$ cat src/rtl/fft_frame_sequencer_if.sv
// Handshake/bus bundle between the FFT frame sequencer and its environment.
// master = sequencer side, slave = source / FFT core / host side.
interface fft_frame_sequencer_if #(
  parameter int LOG2_N = 10,
  parameter int DW     = 8,
  parameter int OW     = 24,
  parameter int CFG_W  = 8
);
  logic              start;
  logic              fwd_inv;
  logic [DW-1:0]     src_tdata;
  logic              src_tvalid;
  logic              src_tready;
  logic [CFG_W-1:0]  cfg_tdata;
  logic              cfg_tvalid;
  logic              cfg_tready;
  logic [DW-1:0]     fft_s_tdata_re;
  logic              fft_s_tvalid;
  logic              fft_s_tlast;
  logic              fft_s_tready;
  logic [OW-1:0]     fft_m_tdata_re;
  logic [OW-1:0]     fft_m_tdata_im;
  logic              fft_m_tvalid;
  logic              fft_m_tlast;
  logic              fft_m_tready;
  logic [LOG2_N-1:0] peak_bin;
  logic [2*OW:0]     peak_mag;
  logic              done;
  logic              busy;
  logic              err_tlast;

  modport master (
    input  start, fwd_inv, src_tdata, src_tvalid, cfg_tready, fft_s_tready,
           fft_m_tdata_re, fft_m_tdata_im, fft_m_tvalid, fft_m_tlast,
    output src_tready, cfg_tdata, cfg_tvalid, fft_s_tdata_re, fft_s_tvalid,
           fft_s_tlast, fft_m_tready, peak_bin, peak_mag, done, busy, err_tlast
  );

  modport slave (
    output start, fwd_inv, src_tdata, src_tvalid, cfg_tready, fft_s_tready,
           fft_m_tdata_re, fft_m_tdata_im, fft_m_tvalid, fft_m_tlast,
    input  src_tready, cfg_tdata, cfg_tvalid, fft_s_tdata_re, fft_s_tvalid,
           fft_s_tlast, fft_m_tready, peak_bin, peak_mag, done, busy, err_tlast
  );
endinterface

$ cat src/rtl/fft_frame_sequencer.sv
// Frame controller for the streaming FFT: config word, N gated samples with tlast,
// drain of N bins with |X|^2 peak search. FFT_SEQ_CONTINUOUS_EN: free-running frames.
module fft_frame_sequencer #(
  parameter int LOG2_N = 10,
  parameter int DW     = 8,
  parameter int OW     = 24,
  parameter int CFG_W  = 8
) (
  input logic clk,
  input logic rst,
  fft_frame_sequencer_if.master bus
);

  typedef enum logic [2:0] {
    S_IDLE, S_CFG, S_LOAD, S_DRAIN, S_FLUSH1, S_FLUSH2, S_DONE
  } state_t;

  state_t state, state_nxt;

  logic                 fwd_q;
  logic [LOG2_N-1:0]    in_cnt, out_cnt;
  logic                 in_beat, out_beat, clr;

  logic                 s1_vld;
  logic signed [OW-1:0] s1_re, s1_im;
  logic [LOG2_N-1:0]    s1_bin;
  logic                 s2_vld;
  logic [2*OW:0]        s2_mag;
  logic [LOG2_N-1:0]    s2_bin;

  logic [2*OW:0]        peak_mag_q;
  logic [LOG2_N-1:0]    peak_bin_q;
  logic                 err_q;

  logic signed [2*OW-1:0] re_x, im_x, re_sq, im_sq;
  logic [2*OW:0]          mag_nxt;

  assign in_beat  = (state == S_LOAD)  && bus.src_tvalid && bus.fft_s_tready;
  assign out_beat = (state == S_DRAIN) && bus.fft_m_tvalid;

`ifdef FFT_SEQ_CONTINUOUS_EN
  assign clr = ((state == S_IDLE) && bus.start) || (state == S_DONE);
`else
  assign clr = (state == S_IDLE) && bus.start;
`endif

  // State register
  always_ff @(posedge clk) begin
    if (rst) state <= S_IDLE;
    else     state <= state_nxt;
  end

  // Next-state logic
  always_comb begin
    state_nxt = state;
    case (state)
      S_IDLE:   if (bus.start)                    state_nxt = S_CFG;
      S_CFG:    if (bus.cfg_tready)               state_nxt = S_LOAD;
      S_LOAD:   if (in_beat && (in_cnt == '1))    state_nxt = S_DRAIN;
      S_DRAIN:  if (out_beat && (out_cnt == '1))  state_nxt = S_FLUSH1;
      S_FLUSH1:                                   state_nxt = S_FLUSH2;
      S_FLUSH2:                                   state_nxt = S_DONE;
`ifdef FFT_SEQ_CONTINUOUS_EN
      S_DONE:                                     state_nxt = S_CFG;
`else
      S_DONE:                                     state_nxt = S_IDLE;
`endif
      default:                                    state_nxt = S_IDLE;
    endcase
  end

  // Outputs: LOAD is a pure combinational pass-through between source and FFT
  always_comb begin
    bus.src_tready     = 1'b0;
    bus.fft_s_tdata_re = '0;
    bus.fft_s_tvalid   = 1'b0;
    bus.fft_s_tlast    = 1'b0;
    bus.cfg_tvalid     = 1'b0;
    bus.fft_m_tready   = 1'b0;
    bus.done           = 1'b0;
    bus.busy           = (state != S_IDLE);
    case (state)
      S_CFG:  bus.cfg_tvalid = 1'b1;
      S_LOAD: begin
        bus.src_tready     = bus.fft_s_tready;
        bus.fft_s_tdata_re = bus.src_tdata;
        bus.fft_s_tvalid   = bus.src_tvalid;
        bus.fft_s_tlast    = (in_cnt == '1);
      end
      S_DRAIN: bus.fft_m_tready = 1'b1;
      S_DONE:  bus.done = 1'b1;
      default: ;
    endcase
  end

  assign bus.cfg_tdata = CFG_W'(fwd_q);
  assign bus.peak_mag  = peak_mag_q;
  assign bus.peak_bin  = peak_bin_q;
  assign bus.err_tlast = err_q;

  // Squares are formed at full 2*OW width so nothing is truncated
  always_comb begin
    re_x    = (2*OW)'(s1_re);
    im_x    = (2*OW)'(s1_im);
    re_sq   = re_x * re_x;
    im_sq   = im_x * im_x;
    mag_nxt = {1'b0, re_sq} + {1'b0, im_sq};
  end

  always_ff @(posedge clk) begin
    if (rst) begin
      fwd_q      <= 1'b0;
      in_cnt     <= '0;
      out_cnt    <= '0;
      err_q      <= 1'b0;
      peak_mag_q <= '0;
      peak_bin_q <= '0;
      s1_vld     <= 1'b0;
      s1_re      <= '0;
      s1_im      <= '0;
      s1_bin     <= '0;
      s2_vld     <= 1'b0;
      s2_mag     <= '0;
      s2_bin     <= '0;
    end else begin
      if ((state == S_IDLE) && bus.start) fwd_q <= bus.fwd_inv;

      if (clr) begin
        in_cnt     <= '0;
        out_cnt    <= '0;
        err_q      <= 1'b0;
        peak_mag_q <= '0;
        peak_bin_q <= '0;
      end else begin
        if (in_beat) in_cnt <= in_cnt + LOG2_N'(1);
        if (out_beat) begin
          out_cnt <= out_cnt + LOG2_N'(1);
          if (bus.fft_m_tlast != (out_cnt == '1)) err_q <= 1'b1;
        end
        // Strict compare keeps the lower bin on ties; bin 0 seeds the search
        if (s2_vld && ((s2_bin == '0) || (s2_mag > peak_mag_q))) begin
          peak_mag_q <= s2_mag;
          peak_bin_q <= s2_bin;
        end
      end

      s1_vld <= out_beat;
      if (out_beat) begin
        s1_re  <= signed'(bus.fft_m_tdata_re);
        s1_im  <= signed'(bus.fft_m_tdata_im);
        s1_bin <= out_cnt;
      end
      s2_vld <= s1_vld;
      if (s1_vld) begin
        s2_mag <= mag_nxt;
        s2_bin <= s1_bin;
      end
    end
  end

endmodule

$ cat src/flat_wrapper.sv
// flat-port wrapper written by rule: the top's interface ports become plain ports
module fft_frame_sequencer_flat 
#(
  parameter int LOG2_N = 10,
  parameter int DW     = 8,
  parameter int OW     = 24,
  parameter int CFG_W  = 8
)
  (clk, rst, bus_start, bus_fwd_inv, bus_src_tdata, bus_src_tvalid, bus_cfg_tready, bus_fft_s_tready, bus_fft_m_tdata_re, bus_fft_m_tdata_im, bus_fft_m_tvalid, bus_fft_m_tlast, bus_src_tready, bus_cfg_tdata, bus_cfg_tvalid, bus_fft_s_tdata_re, bus_fft_s_tvalid, bus_fft_s_tlast, bus_fft_m_tready, bus_peak_bin, bus_peak_mag, bus_done, bus_busy, bus_err_tlast);
  fft_frame_sequencer_if #(.LOG2_N(LOG2_N), .DW(DW), .OW(OW), .CFG_W(CFG_W)) bus_i ();
  input logic clk;
  input logic rst;
  input wire logic [$bits(bus_i.start)-1:0] bus_start;
  input wire logic [$bits(bus_i.fwd_inv)-1:0] bus_fwd_inv;
  input wire logic [$bits(bus_i.src_tdata)-1:0] bus_src_tdata;
  input wire logic [$bits(bus_i.src_tvalid)-1:0] bus_src_tvalid;
  input wire logic [$bits(bus_i.cfg_tready)-1:0] bus_cfg_tready;
  input wire logic [$bits(bus_i.fft_s_tready)-1:0] bus_fft_s_tready;
  input wire logic [$bits(bus_i.fft_m_tdata_re)-1:0] bus_fft_m_tdata_re;
  input wire logic [$bits(bus_i.fft_m_tdata_im)-1:0] bus_fft_m_tdata_im;
  input wire logic [$bits(bus_i.fft_m_tvalid)-1:0] bus_fft_m_tvalid;
  input wire logic [$bits(bus_i.fft_m_tlast)-1:0] bus_fft_m_tlast;
  output wire logic [$bits(bus_i.src_tready)-1:0] bus_src_tready;
  output wire logic [$bits(bus_i.cfg_tdata)-1:0] bus_cfg_tdata;
  output wire logic [$bits(bus_i.cfg_tvalid)-1:0] bus_cfg_tvalid;
  output wire logic [$bits(bus_i.fft_s_tdata_re)-1:0] bus_fft_s_tdata_re;
  output wire logic [$bits(bus_i.fft_s_tvalid)-1:0] bus_fft_s_tvalid;
  output wire logic [$bits(bus_i.fft_s_tlast)-1:0] bus_fft_s_tlast;
  output wire logic [$bits(bus_i.fft_m_tready)-1:0] bus_fft_m_tready;
  output wire logic [$bits(bus_i.peak_bin)-1:0] bus_peak_bin;
  output wire logic [$bits(bus_i.peak_mag)-1:0] bus_peak_mag;
  output wire logic [$bits(bus_i.done)-1:0] bus_done;
  output wire logic [$bits(bus_i.busy)-1:0] bus_busy;
  output wire logic [$bits(bus_i.err_tlast)-1:0] bus_err_tlast;
  assign bus_i.start = bus_start;
  assign bus_i.fwd_inv = bus_fwd_inv;
  assign bus_i.src_tdata = bus_src_tdata;
  assign bus_i.src_tvalid = bus_src_tvalid;
  assign bus_i.cfg_tready = bus_cfg_tready;
  assign bus_i.fft_s_tready = bus_fft_s_tready;
  assign bus_i.fft_m_tdata_re = bus_fft_m_tdata_re;
  assign bus_i.fft_m_tdata_im = bus_fft_m_tdata_im;
  assign bus_i.fft_m_tvalid = bus_fft_m_tvalid;
  assign bus_i.fft_m_tlast = bus_fft_m_tlast;
  assign bus_src_tready = bus_i.src_tready;
  assign bus_cfg_tdata = bus_i.cfg_tdata;
  assign bus_cfg_tvalid = bus_i.cfg_tvalid;
  assign bus_fft_s_tdata_re = bus_i.fft_s_tdata_re;
  assign bus_fft_s_tvalid = bus_i.fft_s_tvalid;
  assign bus_fft_s_tlast = bus_i.fft_s_tlast;
  assign bus_fft_m_tready = bus_i.fft_m_tready;
  assign bus_peak_bin = bus_i.peak_bin;
  assign bus_peak_mag = bus_i.peak_mag;
  assign bus_done = bus_i.done;
  assign bus_busy = bus_i.busy;
  assign bus_err_tlast = bus_i.err_tlast;
  fft_frame_sequencer #(.LOG2_N(LOG2_N), .DW(DW), .OW(OW), .CFG_W(CFG_W)) u_core (.clk(clk), .rst(rst), .bus(bus_i));
endmodule
$ cat config.mk
export PLATFORM = sky130hd
export DESIGN_NAME = fft_frame_sequencer_flat
export DESIGN_NICKNAME = d
export VERILOG_FILES = /design/src/rtl/fft_frame_sequencer_if.sv /design/src/rtl/fft_frame_sequencer.sv /design/src/flat_wrapper.sv
export SDC_FILE = /design/constraint.sdc
export NUM_CORES = 2
export LEC_CHECK = 0
export CAP_MARGIN = 10
export CORE_MARGIN = 4
export CORE_UTILIZATION = 53
export CTS_CLUSTER_SIZE = 25
export DETAILED_ROUTE_END_ITERATION = 10
export PLACE_DENSITY = 0.73
export SYNTH_ARGS = -nofsm -noshare
export SYNTH_HDL_FRONTEND = slang
export SYNTH_SLANG_ARGS = --single-unit
$ cat constraint.sdc
create_clock -name clk -period 8.84 [get_ports clk]
set_clock_uncertainty 0.05 [all_clocks]
set_input_delay 0.884 -clock clk [delete_from_list [all_inputs] [get_ports clk]]
set_output_delay 0.884 -clock clk [all_outputs]
set_load 0.005 [all_outputs]
==> metrics <==
run status finished clean; multi-input logic area 39,960 um^2; Final Worst Setup Slack 0.2754 ns; core area 92,080 um^2; Clock transition at path regs 0.06 ns; Vias/cell 5.282; pre-CTS setup slack -0.2804 ns; WP data arrival 9.03 ns; GRT overflow 0; Mapped Area 49,430 um^2; Final Non-Filler Cells 6,967; Final Cell Area 55,740 um^2; Worst VDD drop 0.0001247 V; H-Tree Depth 1; Slew Viols, Final 0; Num CTS Buffers 28; Cells after Synth 5,443; ANT nets after route 0; Max-Cap Viols 0; Via Count 36,800; CTS tree built; fin crit period 8.565 ns; first-pass GRT wire length 203.4 mm; initial antenna violation count 2; Min-Delay Path Class reg -> reg; placed cells 6,897; Slowest-stage cell, CP fa_1; Syn. warnings 0; crit end category register; Netlist cell types 82; final core occ 0.6053; max frequency 116.8 MHz; Fin. Hold Viols 0; Clock Sinks 203; clk root buf clkbuf_16; DR pass1 iterations 5; Die ar. 98,220 um^2; unrepaired setup endpoints after global routing true; All-Layer GR Usage 0.2588; Critical Path Source Type register; layout net count 7,264; Starting Density 0.5369; syn_area_per_cell 9.082 um^2; DRT Wirelength 124.0 mm; Ports 148; Tot Pwr 2.799 mW; WL per Instance 17.79 um; Most used DFF post-synth dfxtp_1; largest net degree at the start of global routing 81; Max FO, Critical Path 7; TNS Setup 0 ns; final number of setup-violating endpoints 0; CP required 9.31 ns; Filler cells 7,813; IO Port Bufs 140; Placer Congestion 0.9444; site row count 111; critical path's largest stage delay 0.60 ns; EDFF count, synth 0; vias in the first global route 39,910; drt initial violations 2,184; critical path class reg -> reg; DRC Markers 0; Placed Area 53,740 um^2; register bit count reported by yosys 203; area growth from synthesis to layout 12.75%; LEAKAGE 29.64 nW; worst slew pin tran 1.134 ns; CTS max path bufs 3; register area share after synthesis 0.08221; Final period util 0.9689; chip width 313.4 um; detailed placer's ending HPWL 104.3 mm; Skew-Pair Late Insertion Delay 0.61 ns; relative max-transition margin 0.2443; register area 4178 um^2; Die H 313.4 um; CP dominant cell by count fa_1; hold slack 0.4031 ns; layout cells sized above 1 0.09506; ys async rst share 0; power per cell area 50.21 nW/um^2
synth_stat cells, drive strengths merged (5+ instances only):
library cell	n	area, um^2
o211ai	11	87.58
nand2b	23	143.9
a21oi	217	1086
xor2	57	499.2
a31oi	19	125.1
nand2	571	2143
a32oi	5	43.79
dfxtp	203	4064
nand4	37	237.7
inv	1413	5304
o21ai	92	475.5
o21bai	24	180.2
a221oi	5	68.82
buf	28	158.9
o311ai	5	78.83
o21a	8	60.06
o31ai	8	80.08
ha	386	4830
and2	209	1308
clkbuf	169	636.9
and3	34	212.7
nand3	51	260.3
or2	11	68.81
nor3	26	130.1
xnor2	124	1086
a211oi	22	165.2
nor2	249	937.2
or3	7	43.79
fa	1112	22260
nor4	9	56.30
nor2b	47	294.0
a21boi	10	78.82
mux2i	98	980.9
o22ai	6	37.54
nor3b	7	52.55
a31o	5	43.79
a21o	77	578.1
logic make-up after synthesis:
group,count (synthesis),share of synthesized area
XOR/XNOR,181,0.03207
AO/OA/AOI/OAI,555,0.07252
other,1,0.00007586
flip-flops,203,0.08221
adder cells (fa/ha/maj),1498,0.5480
buffers and inverters,1610,0.1234
AND/OR/NAND/NOR,1295,0.1214
multiplexers,100,0.02030
timing repair:
item | in CTS | in global routing
gates cloned | 0 | 3
hold buffers | 0 | 0
endpoints found under the hold margin | 0 | 0
setup endpoints to repair | 16 | 24
buffers inserted | 0 | 14
resized for setup | 33 | 206
pin swaps | 1 | 74
power by group:
| part | switching, mW | internal (mW) | leakage (nW) |
|---|---|---|---|
| logic | 0.377 | 0.259 | 27.5 |
| clock network | 0.514 | 0.686 | 0.467 |
| registers | 0.0372 | 0.926 | 1.66 |
| total | 0.927 | 1.87 | 29.6 |
critical path: cells and delay by family, from the launching register on:
| family | cells | cell delay (ns) |
|---|---|---|
| compound gates | 9 | 1.44 |
| xor+xnor | 1 | 0.14 |
| fa+ha+maj | 9 | 4.26 |
| buf+inv | 5 | 0.41 |
| flops | 1 | 0.38 |
| simple gates | 8 | 1.76 |
final timing paths:
kind                                       start                 to  slack [ns]  depth (start not counted)
worst max register to register   u_core.s1_re[2]  u_core.s2_mag[48]        0.28                         32
worst min-delay path            u_core.s1_bin[8]   u_core.s1_bin[8]        0.40                          2
worst max-delay path             u_core.s1_re[2]  u_core.s2_mag[48]        0.28                         32
worst min register to register  u_core.s1_bin[8]   u_core.s1_bin[8]        0.40                          2
cell usage in the layout (no fill, tap or decap), drive strengths merged, types with 8 or more instances in the layout:
master and count:
a21o 77, a211oi 22, inv 1415, or2 11
o21bai 24, xnor2 124, o31ai 8, nor2 249
nand3 51, a21oi 217, clkinv 11, ha 386
buf 277, xor2 57, o21a 8, nand4 37
nand2 571, a21boi 10, clkdlybuf4s50 139, o211ai 11
and3 34, nand2b 23, and2 209, dfxtp 203
clkbuf 36, nor2b 47, nor3 26, nor4 9
mux2i 98, o21ai 92, fa 1112, a31oi 19
per-layer routing:
layer	vias up	share of wire	GRT usage	routed length, um
li1	16810	-	-	-
met1	18770	0.41	0.3456	51300
met2	939	0.49	0.4399	61120
met3	278	0.053	0.03098	6515
met4	0	0.041	0.09076	5025
met5	-	0	0	0
registers in the layout (all words and copies together), names as in the netlist, 3 cells and up:
| register | count |
|---|---|
| u_core.bus.peak_mag | 49 |
| u_core.bus.peak_bin | 10 |
| u_core.s1_bin | 10 |
| u_core.state | 3 |
| u_core.s1_im | 24 |
| u_core.out_cnt | 10 |
| u_core.s2_bin | 10 |
| u_core.s1_re | 24 |
| u_core.in_cnt | 10 |
| u_core.s2_mag | 49 |
area by class of cell:
| cell class | instances | area share |
|---|---|---|
| flip-flops and latches | 203 | 0.07496 |
| clock buffers | 33 | 0.01381 |
| multi-input cells | 3636 | 0.7169 |
| inverters | 1413 | 0.09516 |
| repair buffers | 419 | 0.06777 |
| diodes | 1 | 0.00004490 |
| clock inverters | 19 | 0.003435 |
| well taps | 1243 | 0.02790 |
Note: power is estimated with default switching activity, not from simulation.
